**config.mk**
```make
export PLATFORM = sky130hd
export DESIGN_NAME = dmem_arbiter
export DESIGN_NICKNAME = d
export VERILOG_FILES = /design/src/rtl/dmem_arb_pkg.sv /design/src/rtl/dmem_arb_rr.sv /design/src/rtl/dmem_arbiter.sv
export SDC_FILE = /design/constraint.sdc
export NUM_CORES = 1
export LEC_CHECK = 0
export BUFFER_PORTS_ARGS = -buffer_cell sky130_fd_sc_hd__clkbuf_2
export CAP_MARGIN = 30
export CORE_UTILIZATION = 30
export DETAILED_ROUTE_END_ITERATION = 10
export HOLD_SLACK_MARGIN = 0.1
export PLACE_DENSITY = 0.55
export SKIP_LAST_GASP = 1
export SYNTH_ARGS = -nofsm -noshare
export SYNTH_HDL_FRONTEND = slang
export SYNTH_HIERARCHICAL = 1
export SYNTH_SLANG_ARGS = --single-unit
```
**constraint.sdc**
```tcl
create_clock -name clk -period 2.3 [get_ports clk]
set_clock_uncertainty 0.15 [all_clocks]
set_input_delay 0.345 -clock clk [delete_from_list [all_inputs] [get_ports clk]]
set_output_delay 0.345 -clock clk [all_outputs]
set_load 0.02 [all_outputs]
```
**src/rtl/dmem_arb_pkg.sv**
```systemverilog
// Shared types, func3 codes and the alignment rule for the data-memory arbiter.
package dmem_arb_pkg;

    typedef enum logic [1:0] {
        IDLE = 2'd0,
        RD   = 2'd1,
        WR   = 2'd2,
        RESP = 2'd3
    } state_t;

    localparam logic [2:0] F3_B  = 3'b000;
    localparam logic [2:0] F3_H  = 3'b001;
    localparam logic [2:0] F3_W  = 3'b010;
    localparam logic [2:0] F3_BU = 3'b100;
    localparam logic [2:0] F3_HU = 3'b101;

    // Only the size bits of func3 matter: halfwords need addr[0]=0, words addr[1:0]=0.
    function automatic logic misaligned(input logic [1:0] f3_size, input logic [1:0] addr_lo);
        return ((f3_size == 2'b01) && addr_lo[0]) ||
               ((f3_size == 2'b10) && (addr_lo != 2'b00));
    endfunction

endpackage

```
**src/rtl/dmem_arb_rr.sv**
```systemverilog
// Two-way grant picker: round-robin on ties, or fixed port-0 priority.
module dmem_arb_rr #(
    parameter int CORE_PRIO = 0
) (
    input  logic clk,
    input  logic rst,
    input  logic i_en,
    input  logic i_req0,
    input  logic i_req1,
    output logic o_gnt0,
    output logic o_gnt1
);

    logic r_last_grant;

    // Grant decision; a tie goes to the port that did not win last time.
    always_comb begin
        o_gnt0 = 1'b0;
        o_gnt1 = 1'b0;
        if (i_en) begin
            if (CORE_PRIO != 0) begin
                o_gnt0 = i_req0;
                o_gnt1 = i_req1 & ~i_req0;
            end else if (i_req0 && i_req1) begin
                o_gnt0 = r_last_grant;
                o_gnt1 = ~r_last_grant;
            end else begin
                o_gnt0 = i_req0;
                o_gnt1 = i_req1;
            end
        end
    end

    // Remember the last winner; reset value 1 lets port 0 win the first tie.
    always_ff @(posedge clk or negedge rst) begin
        if (!rst) begin
            r_last_grant <= 1'b1;
        end else if (o_gnt0 || o_gnt1) begin
            r_last_grant <= o_gnt1;
        end
    end

endmodule

```
**src/rtl/dmem_arbiter.sv**
```systemverilog
// Shares one data-memory port between the core (port 0) and a debug/DMA master (port 1).
//
// state | meaning
// IDLE  | waiting for a request, grant issued here only
// RD    | mem_rd held for RD_LAT cycles, data captured in the last one
// WR    | single-cycle mem_wr strobe
// RESP  | one-cycle response strobe to the owning port
import dmem_arb_pkg::*;

module dmem_arbiter #(
    parameter int AW        = 32,
    parameter int DW        = 32,
    parameter int RD_LAT    = 1,
    parameter int CORE_PRIO = 0
) (
    input  logic          clk,
    input  logic          rst,
    input  logic          p0_valid,
    output logic          p0_ready,
    input  logic          p0_we,
    input  logic [2:0]    p0_func3,
    input  logic [AW-1:0] p0_addr,
    input  logic [DW-1:0] p0_wdata,
    output logic          p0_rsp_valid,
    output logic          p0_rsp_err,
    input  logic          p1_valid,
    output logic          p1_ready,
    input  logic          p1_we,
    input  logic [2:0]    p1_func3,
    input  logic [AW-1:0] p1_addr,
    input  logic [DW-1:0] p1_wdata,
    output logic          p1_rsp_valid,
    output logic          p1_rsp_err,
    output logic [DW-1:0] rsp_rdata,
    output logic          mem_rd,
    output logic          mem_wr,
    output logic [AW-1:0] mem_addr,
    output logic [DW-1:0] mem_wdata,
    output logic [2:0]    mem_func3,
    input  logic [DW-1:0] mem_rdata
);

    localparam int CW = (RD_LAT > 1) ? $clog2(RD_LAT) : 1;
    localparam logic [CW-1:0] LAT_LAST = CW'(RD_LAT - 1);

    state_t        r_state, w_next;
    logic [CW-1:0] r_lat_cnt;
    logic [2:0]    r_func3;
    logic [AW-1:0] r_addr;
    logic [DW-1:0] r_wdata;
    logic [DW-1:0] r_rdata;
    logic          r_owner;
    logic          r_err;

    logic          w_idle, w_gnt0, w_gnt1, w_gnt;
    logic          w_sel_we, w_sel_err;
    logic [2:0]    w_sel_f3;
    logic [AW-1:0] w_sel_addr;
    logic [DW-1:0] w_sel_wdata;

    // Gating with rst keeps ready low while reset is asserted.
    assign w_idle = (r_state == IDLE) && rst;

    dmem_arb_rr #(.CORE_PRIO(CORE_PRIO)) u_rr (
        .clk    (clk),
        .rst    (rst),
        .i_en   (w_idle),
        .i_req0 (p0_valid),
        .i_req1 (p1_valid),
        .o_gnt0 (w_gnt0),
        .o_gnt1 (w_gnt1)
    );

    // Mux the winning request's fields and classify alignment.
    always_comb begin
        w_gnt       = w_gnt0 | w_gnt1;
        w_sel_we    = w_gnt1 ? p1_we    : p0_we;
        w_sel_f3    = w_gnt1 ? p1_func3 : p0_func3;
        w_sel_addr  = w_gnt1 ? p1_addr  : p0_addr;
        w_sel_wdata = w_gnt1 ? p1_wdata : p0_wdata;
        w_sel_err   = misaligned(w_sel_f3[1:0], w_sel_addr[1:0]);
    end

    // Next-state logic.
    always_comb begin
        w_next = r_state;
        case (r_state)
            IDLE: if (w_gnt) w_next = w_sel_err ? RESP : (w_sel_we ? WR : RD);
            RD:   if (r_lat_cnt == LAT_LAST) w_next = RESP;
            WR:   w_next = RESP;
            RESP: w_next = IDLE;
            default: w_next = IDLE;
        endcase
    end

    // State register.
    always_ff @(posedge clk or negedge rst) begin
        if (!rst) r_state <= IDLE;
        else      r_state <= w_next;
    end

    // Request latch, latency counter and read-data capture.
    always_ff @(posedge clk or negedge rst) begin
        if (!rst) begin
            r_lat_cnt <= '0;
            r_func3   <= '0;
            r_addr    <= '0;
            r_wdata   <= '0;
            r_rdata   <= '0;
            r_owner   <= 1'b0;
            r_err     <= 1'b0;
        end else begin
            if (w_gnt) begin
                r_func3 <= w_sel_f3;
                r_addr  <= w_sel_addr;
                r_wdata <= w_sel_wdata;
                r_owner <= w_gnt1;
                r_err   <= w_sel_err;
                if (w_sel_err || w_sel_we) r_rdata <= '0;
            end
            if (r_state == RD) begin
                if (r_lat_cnt == LAT_LAST) begin
                    r_lat_cnt <= '0;
                    r_rdata   <= mem_rdata;
                end else begin
                    r_lat_cnt <= r_lat_cnt + 1'b1;
                end
            end
        end
    end

    assign p0_ready     = w_gnt0;
    assign p1_ready     = w_gnt1;
    assign p0_rsp_valid = (r_state == RESP) && !r_owner;
    assign p1_rsp_valid = (r_state == RESP) &&  r_owner;
    assign p0_rsp_err   = p0_rsp_valid & r_err;
    assign p1_rsp_err   = p1_rsp_valid & r_err;
    assign rsp_rdata    = r_rdata;
    assign mem_rd       = (r_state == RD);
    assign mem_wr       = (r_state == WR);
    assign mem_addr     = r_addr;
    assign mem_wdata    = r_wdata;
    assign mem_func3    = r_func3;

endmodule

```
## Word level (Yosys, flattened, before mapping)

Index checks and enable logic that the tools add are counted.

| storage, ports and cells | value |
|---|---|
| register bits after elaboration | 105 |
| input bits | 172 |
| logic and storage cells | 52 |

| cells by class | value |
|---|---|
| add/subtract/negate cells | 1 |
| eq/ne operators | 7 |
| multiplexer cells | 18 |
| bitwise gates (word level) | 4 |
| reductions and logical operators | 13 |

Operator list:

| operator | number |
|---|---|
| $mux 32 | 6 |
| $mux 2 | 4 |
| $pmux 2 s4 | 1 |
| $eq 2x2->1 const B | 3 |
| $logic_and 1x1->1 | 6 |
| $mux 1 | 6 |
| $eq 2x1->1 const B | 2 |
| $ne 2x2->1 const B | 2 |
| $logic_or 1x1->1 | 3 |
| $mux 3 | 1 |
| $and 1x1->1 | 2 |
| $logic_not 2->1 | 1 |
| $reduce_and 2->1 | 1 |
| $reduce_bool 2->1 | 1 |
| $add 1x1->1 const B | 1 |
| $logic_not 1->1 | 1 |
| $not 1->1 | 1 |
| $or 1x1->1 | 1 |

## Longest topological paths before layout

Gate-level depths: netlist of the first run.

| logic depth | value |
|---|---|
| depth after elaboration | 12 |
| depth in mapped cells | 12 |
| mapped depth without buffers | 9 |

## Cells and area by module

The synthesis of the first run kept the hierarchy.

By module, submodules not included:

| module | times used | cells an instance | area an instance (um^2) | seq. area each (um^2) |
|---|---|---|---|---|
| dmem_arbiter | 1 | 441 | 4812.1 | 2577.5 |
| dmem_arb_rr | 1 | 8 | 62.6 | 26.3 |

## Worst setup path before layout of the first run

No wires, ideal clock.

| timing path | value |
|---|---|
| path kind | flip-flop to flip-flop |
| from | reg r_state[0] |
| to | reg r_rdata[0] (netlist: rsp_rdata[0]) |
| library setup time | 0.119 ns |
| data arrival time | 2.164 ns |
| setup slack | -0.133 ns |
| cell stages (with the launch flop) | 13 |
| clock period less this slack | 2.433 ns |
| cell sequence | dfrtp_1 -> inv_1 -> ha_1 -> and2_1 -> nand2_1 -> a21oi_1 -> buf_4 -> buf_6 -> nor2_1 -> nor2_1 -> o211a_4 -> buf_6 -> nor2_2 |

| between the ends | value |
|---|---|
| word-level cells in the longest chain between the ends | 12 |
| elaborated cells on any way between the ends | 20 |
| classes of those cells | eq/ne (3); mux (9); bitwise (1); reduce/logical (7) |

Ends and longest elaborated chain:

| what | RTL line | text |
|---|---|---|
| start: declaration | dmem_arbiter.sv:46 | `state_t r_state, w_next;` |
| start signal: assignment | dmem_arbiter.sv:99 | `else r_state <= w_next;` |
| $logic_not 2->1 * | dmem_arbiter.sv:62 | `assign w_idle = (r_state == IDLE) && rst;` |
| $logic_and 1x1->1 * | dmem_arbiter.sv:62 |  |
| named net w_idle | dmem_arbiter.sv:55 | `logic w_idle, w_gnt0, w_gnt1, w_gnt;` |
| $mux 1 * | dmem_arb_rr.sv:20 | `if (i_en) begin` |
| named net p1_ready | dmem_arbiter.sv:27 | `output logic p1_ready,` |
| $mux 3 or $mux 32 (tied branches) | dmem_arbiter.sv:78, dmem_arbiter.sv:79 |  |
| $eq 2x1->1, or another cell as far along | dmem_arb_pkg.sv:19 | `return ((f3_size == 2'b01) && addr_lo[0]) \|\|` |
| $logic_and 1x1->1, on equally long branches | dmem_arb_pkg.sv:19, dmem_arb_pkg.sv:20 |  |
| $logic_or 1x1->1 | dmem_arb_pkg.sv:19 |  |
| $logic_or 1x1->1 | dmem_arbiter.sv:119 | `if (w_sel_err \|\| w_sel_we) r_rdata <= '0;` |
| $mux 32 | dmem_arbiter.sv:119 |  |
| $mux 32 * | dmem_arbiter.sv:113 | `if (w_gnt) begin` |
| $mux 32 | dmem_arbiter.sv:122 | `if (r_lat_cnt == LAT_LAST) begin` |
| $mux 32 * | dmem_arbiter.sv:121 | `if (r_state == RD) begin` |
| end signal: assignment | dmem_arbiter.sv:124 | `r_rdata <= mem_rdata;` |
| end: declaration | dmem_arbiter.sv:51 | `logic [DW-1:0] r_rdata;` |

The timed path passes the listed nets; every way through them passes the cells marked *.
A chain may end at the register's enable or synchronous reset.

## Worst setup path after layout of the first run

| timing path | value |
|---|---|
| from | in rst |
| to | out p0_ready |

| between the ends | value |
|---|---|
| word-level cells in the longest chain between the ends | 2 |

Ends and longest elaborated chain:

| what | RTL line | text |
|---|---|---|
| start: declaration | dmem_arbiter.sv:17 | `input logic rst,` |
| $logic_and 1x1->1 | dmem_arbiter.sv:62 |  |
| named net w_idle | dmem_arbiter.sv:55 |  |
| $mux 1 | dmem_arb_rr.sv:20 |  |
| end: declaration | dmem_arbiter.sv:19 | `output logic p0_ready,` |

The timed path passes the listed nets, and every way through them passes these cells.

==> flow_summary.toml, run 1 <==
[floorplanning]
rows = 46
die_h_um = 129
start_util_pct = 30.7
core_sq_um = 15900
die_area_sq_um = 16800
die_w_um = 129
num_io_pins = 279

[grt]
grt_overflow_total = 0
grtUsageTotal_pct = 17.7
grt_pass1_vias = 4708
grt_max_degree = 64
antenna_found_initial = 0
grt_first_pass_wirelength_um = 22700

[place]
hpwl_um = 10400
post-place-ws_ns = -0.000534
globalplace.congestion = 0.710
io_buffer_count = 278

[power]
power_density_nw_per_um2 = 1190
p_leak_nw = 3.74
ir_drop_mv = 0.495
fin_total_pwr_w = 0.00939

[synthesis]
synth_cells = 449
syn_avg_cell_area_sq_um = 10.9
ys_ff_latch = 104
yosysWarnings = 6
seq_area_frac_synth_pct = 53.4
post_synth_num_cell_types = 31
synth.net_count = 626
syn_area_sq_um = 4870

[worst_setup_path]
max_stage_delay_ns = 0.55
path_class = "in -> out"
crit_slowest_cell = "dlygate4sd3_1"
critPathRequiredTime_ns = 1.80
critPathCaptureType = "output port"
critPathTopFamily = "buffers and inverters"
startpoint_type = "input pin"
critPathArrivalTime_ns = 1.71
path_cells = "dlygate4sd3_1 -> buf_4 -> and2_4 -> nand2_1 -> a21oi_4 -> buf_12 -> clkbuf_4"
crit_buf_inv = 4
cp_max_fo = 3

[sta]
period_share_pct = 96.1
hold_viol = 0
layout_min_cycle_time_ns = 2.21
finalSetupViolations = 0
report.final.slew_viol_count = 0
timing.fmax_mhz = 453
rsz0062_at_grt = "true"
tns_ns = 0
timing.slew.headroom_pct = 53.0
whs_ns = 0.112
fin_ws_ns = 0.0903
worst_pin_slew_ns = 0.705

[clocking]
clockBufferDepth = 2
cts.clk_slew.worst_paths_ns = 0.07
cts_tree = "done"
cts-buffers-inserted = 9
insertion_delay_ns = 0.34
cts.sinks = 104
cts-root-buf = "clkbuf_16"
cts-htree-levels = 3

[worst_hold_path]
hold_class = "in -> reg"

[routing]
vias_per_cell = 4.45
ant_nets = 0
firstDrtPassIters = 4
drtIter0Drc = 144
routedWlPerCell_um = 14.7
drt-total-wl_um = 15200
num_vias = 4614
drc = 0

[layout]
syn2layout_area_growth_pct = 62.2
antenna_cells = 0
final_cell_mix = "clkbuf_2, dfrtp_1, mux2i_1"
final_common_cell = "clkbuf_2"
final_util_pct = 49.8
nets = 992
drive_gt1_share_pct = 42.9

[outcome]
outcome = "finished, final reports clean"

[flow_run]
cap_violations = 0
[routing by layer]
layer	track usage, %	up-vias	routed length, um
li1	-	2267	-
met1	20.1	2163	6290
met2	32.1	170	7840
met3	4.91	14	888
met4	5.27	0	197
met5	0	-	0
[final timing paths]
kind / startpoint / end / slack [ns] / cells past startpoint
max: rst / p0_ready / 0.09 / 7
min: p1_addr[1] / mem_addr[1] / 0.11 / 3
max reg2reg: r_state[1] / mem_addr[5] / 0.12 / 10
min reg2reg: rsp_rdata[12] / rsp_rdata[12] / 0.37 / 2
max in group asynchronous: rst / r_owner / 0.48 / 4
min in group asynchronous: rst / mem_addr[14] / 0.59 / 3
[Yosys cell counts]
cell      count  area share, %
a21o_1        1           0.15
buf_2        12            1.2
o21ai_2       1           0.18
buf_4         3           0.46
o21ai_0      74            7.6
nand4b_1      1           0.18
nand3b_1      2           0.31
buf_6         5            1.2
o211ai_1      1           0.15
inv_1         4           0.31
and3_1        2           0.26
nor3b_1       1           0.15
dfstp_2       1           0.54
dfrtp_1     103             53
nor3_1        1           0.10
and2_1        2           0.26
o22ai_1       1           0.13
a21oi_1       3           0.31
a21oi_2       1           0.18
nor3b_2       1           0.26
nand2_1      72            5.5
nor2b_1       1           0.13
a211oi_1      1           0.15
mux2i_1     100             21
nor2_2       20            2.6
nand2b_1      1           0.13
nor2_1       16            1.2
o211a_4       1           0.36
ha_1          5            1.3
clkbuf_1     11           0.85
o211ai_4      1           0.44
[worst register-to-register path, cell delays in order (launching register included)]
cell	delay (ns)
dfrtp_1	0.42
inv_2	0.11
ha_4	0.14
and2_4	0.15
nand2_1	0.09
a21oi_4	0.17
buf_4	0.15
buf_12	0.15
buf_12	0.17
mux2i_1	0.22
o21ai_0	0.12
[power by group]
group / leakage, nW / switching, W / internal [W]
combinational: 2.31 / 0.00270 / 0.00180
sequential: 1.27 / 0.000536 / 0.00274
clock: 0.156 / 0.000677 / 0.000951
total: 3.74 / 0.00391 / 0.00549
[per-stage QoR]
step / instances / cell area, sq um
2_1_floorplan: 449 / 4880
3_3_place_gp: 927 / 6580
3_5_place_dp: 927 / 6580
4_1_cts: 1031 / 7770
5_1_grt: 1036 / 7910
6_report: 1036 / 7910
[layout make-up]
type	instances	area, sq um
clock buffer	10	229
clock inverter	6	83.8
fill	1499	7980
inverter	4	15.0
multi-input combinational	310	2120
sequential	104	2600
tap	216	270
timing repair buffer	386	2590
[repair_timing]
| item | 4_1_cts | 5_1_grt |
|---|---|---|
| resized for setup | 1 | 15 |
| hold buffers | 83 | 0 |
| setup buffers | 5 | 1 |
| hold endpoints to repair | 134 | 0 |
| pin swaps | 0 | 1 |
| endpoints found under the setup margin | 21 | 146 |
| cloned | 0 | 4 |
[flip-flops by register name, indices dropped and copies added (netlist names)]
name / flops
mem_addr: 32
mem_func3: 3
mem_wdata: 32
r_err: 1
r_owner: 1
r_state: 2
rsp_rdata: 32
u_rr/r_last_grant: 1
[cells by family (layout without fill, tap and decap cells)]
group	count (synthesis)	in the layout	synth area share [%]
and+or+nand+nor	120	120	11.1
muxes	100	100	20.5
buffers and inverters	35	406	4.00
DFF	104	104	53.4
adders and majority gates	5	5	1.28
AOI/OAI and AO/OA	85	85	9.65
Power figures use the tool's default switching activity.
==> inputs of run 2 (changes only) <==
CORE_UTILIZATION = 44   (was 30)
PLACE_DENSITY = 0.77   (was 0.55)
==> flow_summary.toml, run 2 (synthesis results as in run 1) <==
[clocking]
cts.sinks = 104
cts-buffers-inserted = 9
cts_tree = "done"
cts-root-buf = "clkbuf_8"
cts-htree-levels = 3
clockBufferDepth = 2
cts.clk_slew.worst_paths_ns = 0.10
insertion_delay_ns = 0.35

[routing]
firstDrtPassIters = 4
drtIter0Drc = 285
num_vias = 4893
drc = 0
drt-total-wl_um = 15900
ant_nets = 0
routedWlPerCell_um = 16.3
vias_per_cell = 5.00

[floorplanning]
core_sq_um = 10800
die_area_sq_um = 11500
die_h_um = 107
die_w_um = 107
rows = 38
num_io_pins = 279
start_util_pct = 45.2

[worst_hold_path]
hold_path_end = "rsp_rdata[10]"
hold_path_depth = 3
min_from = "mem_rdata[10]"
hold_class = "in -> reg"

[place]
io_buffer_count = 278
hpwl_um = 9950
placedCellCount = 850
globalplace.congestion = 0.803

[grt]
grt_pass1_vias = 4959
grtUsageTotal_pct = 27.2
grt_max_degree = 69
grt_overflow_total = 0
antenna_found_initial = 0
grt_first_pass_wirelength_um = 23700

[layout]
final_cell_mix = "clkbuf_2, dfrtp_1, mux2i_1"
fillCellCount = 725
final_cells = 978
drive_gt1_share_pct = 42.8
final_common_cell = "clkbuf_2"
syn2layout_area_growth_pct = 62.9
antenna_cells = 0
nets = 1010

[flow_run]
cap_violations = 0

[worst_setup_path]
regToRegStartpoint = "r_state[0]"
critPathRequiredTime_ns = 1.80
rrSetupSlack_ns = 0.15
ff2ff_path_depth = 11
cp_max_fo = 4
r2r-end = "rsp_rdata[9]"
critPathCaptureType = "output port"
startpoint_type = "input pin"
critPathArrivalTime_ns = 1.74
path_class = "in -> out"

[sta]
timing.slew.headroom_pct = 43.2
report.final.slew_viol_count = 0
worst_pin_slew_ns = 0.851
tns_ns = 0
hold_viol = 0
finalSetupViolations = 0
layout_min_cycle_time_ns = 2.24
period_share_pct = 97.2
rsz0062_at_grt = "false"
timing.fmax_mhz = 447

[power]
power_density_nw_per_um2 = 1150
ir_drop_mv = 0.593
p_leak_nw = 3.79

[outcome]
outcome = "finished, final reports clean"
## run 2: changes by cell type in the layout (fill, tap and decap cells not counted), moves of 3 or more
| cell | before | now |
|---|---|---|
| clkbuf_8 | 0 | 11 |
| dlygate4sd3_1 | 83 | 96 |
| clkinvlp_4 | 0 | 3 |
| buf_6 | 5 | 2 |
| clkbuf_16 | 12 | 0 |
| buf_4 | 11 | 17 |
| bufbuf_16 | 0 | 4 |
| clkinv_2 | 3 | 0 |
## run 2: how the worst max path moves through the flow
| stage | depth (start not counted) | start | slack (ns) | endpoint |
|---|---|---|---|---|
| after CTS | 7 | r_state[0] | 0.02 | p0_ready |
| after global routing | 7 | r_state[0] | 0.006 | p1_ready |
| after global placement | 7 | r_state[0] | 0.09 | p1_ready |
| after detailed placement | 7 | r_state[0] | 0.01 | p1_ready |
| final | 7 | rst | 0.06 | p1_ready |
| after floorplan | 12 | r_state[0] | 0.03 | rsp_rdata[0] |
## run 2: area by class of cell
cell class	count	area (sq um)	share of cell area (%)
multi-input cells	310	2120	26.7
flip-flops and latches	104	2600	32.8
repair buffers	404	2800	35.2
clock inverters	6	91.3	1.15
inverters	4	15.0	0.189
clock buffers	10	138	1.73
well taps	140	175	2.21
## run 2: where the power goes
group	switching, W	total (W)	internal [W]
sequential	0.000539	0.00327	0.00273
combinational	0.00274	0.00459	0.00185
clock	0.000624	0.00127	0.000646
## run 2: critical path: stages
cell           delay, ns
dlygate4sd3_1       0.56
buf_4               0.12
and2_4              0.16
nand2_2             0.08
a21oi_4             0.20
buf_12              0.14
clkbuf_8            0.14
## run 2: what timing repair did
action | in CTS | in global routing
pin swaps | 1 | 1
hold endpoints to repair | 159 | 2
buffers inserted | 8 | 4
gates resized for setup | 3 | 9
hold buffers | 94 | 2
endpoints found under the setup margin | 11 | 49
gates cloned | 4 | 0
## run 2: stage by stage
stage	instance area (sq um)	hold slack [ns]	power, W	worst slack [ns]	utilization [%]
after global routing	7940	0.109	0.00966	0.00560	73.6
final	7940	0.122	0.00913	0.0639	73.6
after global placement	6480	0.351	0.00740	0.0867	60.1
after CTS	7870	0.103	0.00906	0.0186	72.9
after detailed placement	6480	0.362	0.00754	0.0143	60.1
after floorplan	4880	-0.101	0.00593	0.0272	-
## run 2: metal layers
layer | wire [um] | track usage, %
met3 | 961 | 5.21
met1 | 6230 | 30.0
met5 | 0 | 0
met4 | 603 | 13.2
met2 | 8130 | 50.0
